==> config.mk <==
export PLATFORM = sky130hd
export DESIGN_NAME = fetch_sequencer
export DESIGN_NICKNAME = d
export VERILOG_FILES = /design/src/rtl/fetch_sequencer_pkg.sv /design/src/rtl/fetch_pc_reg.sv /design/src/rtl/fetch_sequencer.sv
export SDC_FILE = /design/constraint.sdc
export NUM_CORES = 1
export LEC_CHECK = 0
export BUFFER_PORTS_ARGS = -buffer_cell sky130_fd_sc_hd__buf_2
export CAP_MARGIN = 20
export CORE_MARGIN = 10
export CORE_UTILIZATION = 40
export CTS_CLUSTER_SIZE = 14
export DETAILED_ROUTE_END_ITERATION = 16
export PLACE_DENSITY = 0.75
export REMOVE_ABC_BUFFERS = 1
export SETUP_SLACK_MARGIN = 0.4
export SYNTH_ARGS = -nofsm -noshare
export SYNTH_HDL_FRONTEND = slang
export SYNTH_SLANG_ARGS = --single-unit
==> constraint.sdc <==
create_clock -name clk -period 2.35 [get_ports clk]
set_input_delay 0.1175 -clock clk [delete_from_list [all_inputs] [get_ports clk]]
set_output_delay 0.1175 -clock clk [all_outputs]
set_load 0.05 [all_outputs]
==> src/rtl/fetch_sequencer_pkg.sv <==
// Shared encodings for the fetch stage: FSM states, next-PC selects, widths and the NOP word.
package fetch_sequencer_pkg;
    localparam int LENGTH_INSTR_MEM = 10;
    localparam int WIDTH_INSTR_MEM  = 32;
    localparam int OPC_W            = 6;
    localparam logic [OPC_W-1:0] OP_NOP = 6'h20;

    localparam logic [WIDTH_INSTR_MEM-1:0] NOP_WORD = {OP_NOP, {(WIDTH_INSTR_MEM-OPC_W){1'b0}}};

    typedef enum logic [1:0] {
        FS_BOOT     = 2'd0,
        FS_RUN      = 2'd1,
        FS_REDIRECT = 2'd2,
        FS_HALT     = 2'd3
    } fetch_state_t;

    typedef enum logic [1:0] {
        PC_HOLD   = 2'd0,
        PC_INC    = 2'd1,
        PC_TARGET = 2'd2,
        PC_ZERO   = 2'd3
    } pc_sel_t;
endpackage

==> src/rtl/fetch_pc_reg.sv <==
// Program counter register with its next-PC mux (hold / +1 / branch target / zero).
module fetch_pc_reg
    import fetch_sequencer_pkg::*;
#(
    parameter int PC_W = LENGTH_INSTR_MEM
) (
    input  logic            clk,
    input  logic            reset,
    input  logic [1:0]      sel,
    input  logic [PC_W-1:0] target,
    output logic [PC_W-1:0] pc,
    output logic [PC_W-1:0] pc_plus1
);
    // Natural PC_W-bit wrap gives the 2^PC_W-1 -> 0 rollover.
    assign pc_plus1 = pc + 1'b1;

    always_ff @(posedge clk or posedge reset) begin
        if (reset) begin
            pc <= '0;
        end else begin
            case (sel)
                PC_INC:    pc <= pc_plus1;
                PC_TARGET: pc <= target;
                PC_ZERO:   pc <= '0;
                default:   pc <= pc;
            endcase
        end
    end
endmodule

==> src/rtl/fetch_sequencer.sv <==
// Fetch-stage sequencer: boot bubbles, steady fetch, stalls, taken-branch redirect and halt.
module fetch_sequencer
    import fetch_sequencer_pkg::*;
#(
    parameter int PC_W        = LENGTH_INSTR_MEM,
    parameter int INSTR_W     = WIDTH_INSTR_MEM,
    parameter int BOOT_CYCLES = 2,
    parameter int CNT_W       = 16
) (
    input  logic               clk,
    input  logic               reset,
    input  logic               iStall,
    input  logic               iBr_taken,
    input  logic [PC_W-1:0]    iBr_dir,
    input  logic               iHalt,
    input  logic [INSTR_W-1:0] iInstr,
    output logic [PC_W-1:0]    oPc,
    output logic [INSTR_W-1:0] oInstr,
    output logic               oInstr_valid,
    output logic [PC_W-1:0]    oNew_pc,
    output logic               oFlush,
    output logic               oHalted,
    output logic [CNT_W-1:0]   oFetch_cnt
);
    localparam int BW = $clog2(BOOT_CYCLES + 1);
    localparam logic [BW-1:0] BOOT_LAST = BW'(BOOT_CYCLES - 1);
    localparam logic [INSTR_W-1:0] NOP_W = {OP_NOP, {(INSTR_W-OPC_W){1'b0}}};

    fetch_state_t  state;
    pc_sel_t       pc_sel;
    logic [BW-1:0] boot_cnt;
    logic [PC_W-1:0] pc_plus1;

    // Next-PC select mirrors the priority used by the FSM below.
    always_comb begin
        pc_sel = PC_HOLD;
        case (state)
            FS_BOOT:     pc_sel = PC_ZERO;
            FS_RUN: begin
                if (iBr_taken)           pc_sel = PC_TARGET;
                else if (iStall || iHalt) pc_sel = PC_HOLD;
                else                     pc_sel = PC_INC;
            end
            FS_REDIRECT: pc_sel = PC_INC;
            default:     pc_sel = PC_HOLD;
        endcase
    end

    fetch_pc_reg #(.PC_W(PC_W)) u_pc (
        .clk      (clk),
        .reset    (reset),
        .sel      (pc_sel),
        .target   (iBr_dir),
        .pc       (oPc),
        .pc_plus1 (pc_plus1)
    );

    always_ff @(posedge clk or posedge reset) begin
        if (reset) begin
            state        <= FS_BOOT;
            boot_cnt     <= '0;
            oInstr       <= NOP_W;
            oInstr_valid <= 1'b0;
            oNew_pc      <= PC_W'(1);
            oFlush       <= 1'b0;
            oHalted      <= 1'b0;
            oFetch_cnt   <= '0;
        end else begin
            oFlush <= 1'b0;
            case (state)
                FS_BOOT: begin
                    if (boot_cnt == BOOT_LAST) state <= FS_RUN;
                    else                       boot_cnt <= boot_cnt + 1'b1;
                end
                FS_RUN: begin
                    if (iBr_taken) begin
                        oInstr       <= NOP_W;
                        oInstr_valid <= 1'b0;
                        oFlush       <= 1'b1;
                        state        <= FS_REDIRECT;
                    end else if (iStall) begin
                        state <= FS_RUN;
                    end else if (iHalt) begin
                        oInstr       <= NOP_W;
                        oInstr_valid <= 1'b0;
                        oHalted      <= 1'b1;
                        state        <= FS_HALT;
                    end else begin
                        oInstr       <= iInstr;
                        oInstr_valid <= 1'b1;
                        oNew_pc      <= pc_plus1;
                        oFetch_cnt   <= oFetch_cnt + 1'b1;
                    end
                end
                // The bubble was already emitted on the branch edge; fetch the target unconditionally.
                FS_REDIRECT: begin
                    oInstr       <= iInstr;
                    oInstr_valid <= 1'b1;
                    oNew_pc      <= pc_plus1;
                    oFetch_cnt   <= oFetch_cnt + 1'b1;
                    state        <= FS_RUN;
                end
                default: state <= FS_HALT;
            endcase
        end
    end
endmodule

==> metrics.txt <==
Clk pwr share 16.4%; RSZ-0062 raised after global routing no; Leakage Power 2.19 nW; DPL Wire Length 6480 µm; Crit Reg-Reg Startpoint state[1]$_DFFE_PP0P_; register area 1880 µm²; routability congestion estimate 0.822; Hold Path End oInstr[12]$_DFFE_PP0P_; register area share after synthesis 58.0%; Hold Path Depth 2; worst slew pin tran 0.718 ns; initial antenna violation count 0; commonest non-fill, non-tap cell in the layout buf_2; Final Util 57.4%; Num CTS Buffers 9; Setup Skew 0.0126 ns; Clock transition at path regs 0.08 ns; Longest Clk Path Bufs 2; share of layout cells above drive strength 1 35.6%; Layout fillers 674; Layout area overhead 38.3%; slew margin rel. 52.1%; Peak Freq 0.535 GHz; combinational share of power 49.4%; startpoint types register; CTS Root Cell clkbuf_8; vias in the first global route 2867; Cell Area, Synth 3240 µm²; first-pass GRT wire length 14600 µm; Die X 110 µm; R2R Setup Slk 0.48 ns; YS warnings 0; Synth Instances 283; R2R depth 5; Skew-Pair Late Insertion Delay 0.34 ns; DRC 0; sw frac 49.9%; area of the multi-input gates 1270 µm²; Hold Path Origin iInstr[12]; crit path buf inv count 1; hold crit path type primary input to register; syn avg cell area 11.4 µm²; PD cells 1470 nW/µm²; Seq cells post-synth 75; I/O Pins 118; slowest CP cell or4b_4; critical path arrival 2.10 ns; P_sw 3.28 mW; status finished clean; # rows 32; die area 12100 µm²; H-tree Lvls 3; VDD IR max 0.000817 V; Via Count 2749; Die Y-Extent 110 µm; fin crit share 79.6%; diode count 0; Crit. End Element register; final setup vio count 0; GRT overflow 0; Final min period 1.87 ns; Post-Route WL 9200 µm; Max Cap Viol 0; core footprint 7810 µm²; Starting Density 41.5%; Int Power 3.30 mW; CTS Sinks 75; Tot GR Track Use 15.3%; Power Total 6.58 mW; drt via density 5.11; commonest cells after routing, fill and taps aside buf_2, dfrtp_1, a22o_1; number of DRC markers in iteration 0 102; slowest stage delay, CP 0.54 ns; Max FO, Critical Path 28; count of cell types in the netlist 39; Routed Antenna Nets 0; r2r endpoint oFetch_cnt[8]$_DFFE_PP0P_; crit path cell chain or4b_4, o21ai_4, buf_12, nand4_1, xnor2_1; input/output buffers 117; cell class contributing the biggest share of worst-path delay simple AND/OR/NAND/NOR gates; Final Max Tran Viols 0; Crit Path Class register to register; First-pass DRT Iterations 4; Hold Violations, Final 0; Final Net Count 481; WP data required 2.58 ns; largest net degree at the start of global routing 34; TritonCTS clock tree done; DR WL/cell 17.1 µm; Flop pwr share 34.2%
==> flip-flops by register name, summed over array words and instances, names as in the netlist <==
| signal | flops |
|---|---|
| oFetch_cnt | 16 |
| u_pc.pc | 10 |
| state | 2 |
| oFlush | 1 |
| oNew_pc | 10 |
| oInstr_valid | 1 |
| oInstr | 32 |
| boot_cnt | 2 |
| oHalted | 1 |
==> worst register-to-register path: cells and delay by family, from the launching register on <==
family                    cells  cell delay, ns
and+or+nand+nor               2            0.69
DFF                           1            0.47
AOI/OAI and AO/OA             1            0.23
buffers and inverters         1            0.20
xor gates and xnor gates      1            0.16
==> power by group through the flow <==
stage	Clock, mW	Sequential [mW]	Combinational (mW)
finish	1.08	2.25	3.25
global route	1.17	2.32	3.42
CTS	1.11	2.24	3.29
detailed placement	0	2.26	3.24
global placement	0	2.24	3.21
floorplan	0	3.94	0.681
==> worst max path at each step <==
stage	start	to	slack, ns	depth (start not counted)
2_1_floorplan	state[1]$_DFFE_PP0P_	oFetch_cnt[10]$_DFFE_PP0P_	-0.38	4
3_3_place_gp	state[1]$_DFFE_PP0P_	oFetch_cnt[4]$_DFFE_PP0P_	0.46	5
3_5_place_dp	state[1]$_DFFE_PP0P_	oFetch_cnt[8]$_DFFE_PP0P_	0.39	5
4_1_cts	state[1]$_DFFE_PP0P_	oFetch_cnt[8]$_DFFE_PP0P_	0.47	5
5_1_grt	state[1]$_DFFE_PP0P_	oFetch_cnt[14]$_DFFE_PP0P_	0.43	5
6_report	state[1]$_DFFE_PP0P_	oFetch_cnt[8]$_DFFE_PP0P_	0.48	5
==> metrics by stage <==
step           worst slack, ns  cell area (µm²)  TNS (ns)  hold slack, ns  cells
3_3_place_gp             0.455             3990         0           0.284    495
2_1_floorplan           -0.379             3160    -10.91           0.255    265
4_1_cts                  0.469             4480         0        0.000997    538
6_report                 0.480             4480         0          0.0176    538
3_5_place_dp             0.388             3990         0           0.291    495
5_1_grt                  0.426             4480         0         0.00706    538
==> cell usage after synthesis <==
| master | count | area share [%] |
|---|---|---|
| dfrtp_1 | 73 | 56 |
| a22o_1 | 39 | 11 |
| xnor2_1 | 21 | 5.7 |
| nand2_1 | 18 | 2.1 |
| nor2_1 | 18 | 2.1 |
| o21ai_0 | 12 | 1.9 |
| a21oi_1 | 11 | 1.7 |
| clkbuf_1 | 11 | 1.3 |
| nand4_1 | 11 | 2.1 |
| nand3_1 | 8 | 1.2 |
| buf_2 | 6 | 0.93 |
| inv_1 | 6 | 0.70 |
| nand2b_1 | 4 | 0.77 |
| o41ai_1 | 4 | 1.1 |
| and3_1 | 3 | 0.58 |
| ha_1 | 3 | 1.2 |
| nor2b_1 | 3 | 0.58 |
| nor3_1 | 3 | 0.46 |
| o31ai_1 | 3 | 0.70 |
| a31oi_1 | 2 | 0.39 |
| dfstp_2 | 2 | 1.6 |
| mux2_1 | 2 | 0.70 |
| nand4b_1 | 2 | 0.54 |
| or3_1 | 2 | 0.39 |
| xor2_1 | 2 | 0.54 |
| a21boi_0 | 1 | 0.23 |
| a21boi_1 | 1 | 0.23 |
| a2bb2oi_1 | 1 | 0.27 |
| a31o_2 | 1 | 0.27 |
| and2_1 | 1 | 0.19 |
| and3b_1 | 1 | 0.27 |
| and4_1 | 1 | 0.27 |
| buf_4 | 1 | 0.23 |
| o21ai_2 | 1 | 0.27 |
| o21ba_2 | 1 | 0.31 |
| o221ai_1 | 1 | 0.27 |
| o22ai_2 | 1 | 0.39 |
| o31a_1 | 1 | 0.27 |
| or4b_4 | 1 | 0.42 |
==> per-layer routing <==
layer | wire (µm) | share of wire [%] | vias to the layer above | track usage, %
met5 | 0 | 0 | - | 0
met4 | 30 | 0.33 | 0 | 4.46
met3 | 806 | 8.8 | 2 | 4.99
met2 | 4640 | 50 | 88 | 25.9
met1 | 3730 | 40 | 1323 | 18.2
li1 | - | - | 1336 | -
==> logic make-up (layout without fill, tap and decap cells) <==
group / count (synthesis) / after routing / share of synthesized area (%)
simple gates: 76 / 76 / 12.0
buf+inv: 24 / 177 / 3.13
fa+ha+maj: 3 / 3 / 1.16
compound gates: 80 / 80 / 18.8
flops: 75 / 75 / 58.0
xor+xnor: 23 / 23 / 6.22
mux: 2 / 2 / 0.695
==> final cells by class <==
cell class                      count  share of cell area [%]
Clock inverter                      4                    1.65
Multi-Input combinational cell    184                    28.4
Timing Repair Buffer              155                    21.4
Tap cell                          102                    2.85
Sequential cell                    75                    42.0
Clock buffer                       12                    3.24
Inverter                            6                   0.503
==> repair_timing <==
item / in CTS / in global routing
resized for setup: 0 / 2
cloned: 0 / 0
buffers inserted: 2 / 0
endpoints found under the hold margin: 53 / 0
setup endpoints to repair: 5 / 5
pin swaps: 1 / 0
hold buffers: 25 / 0
Note: power is estimated with default switching activity, not from simulation.
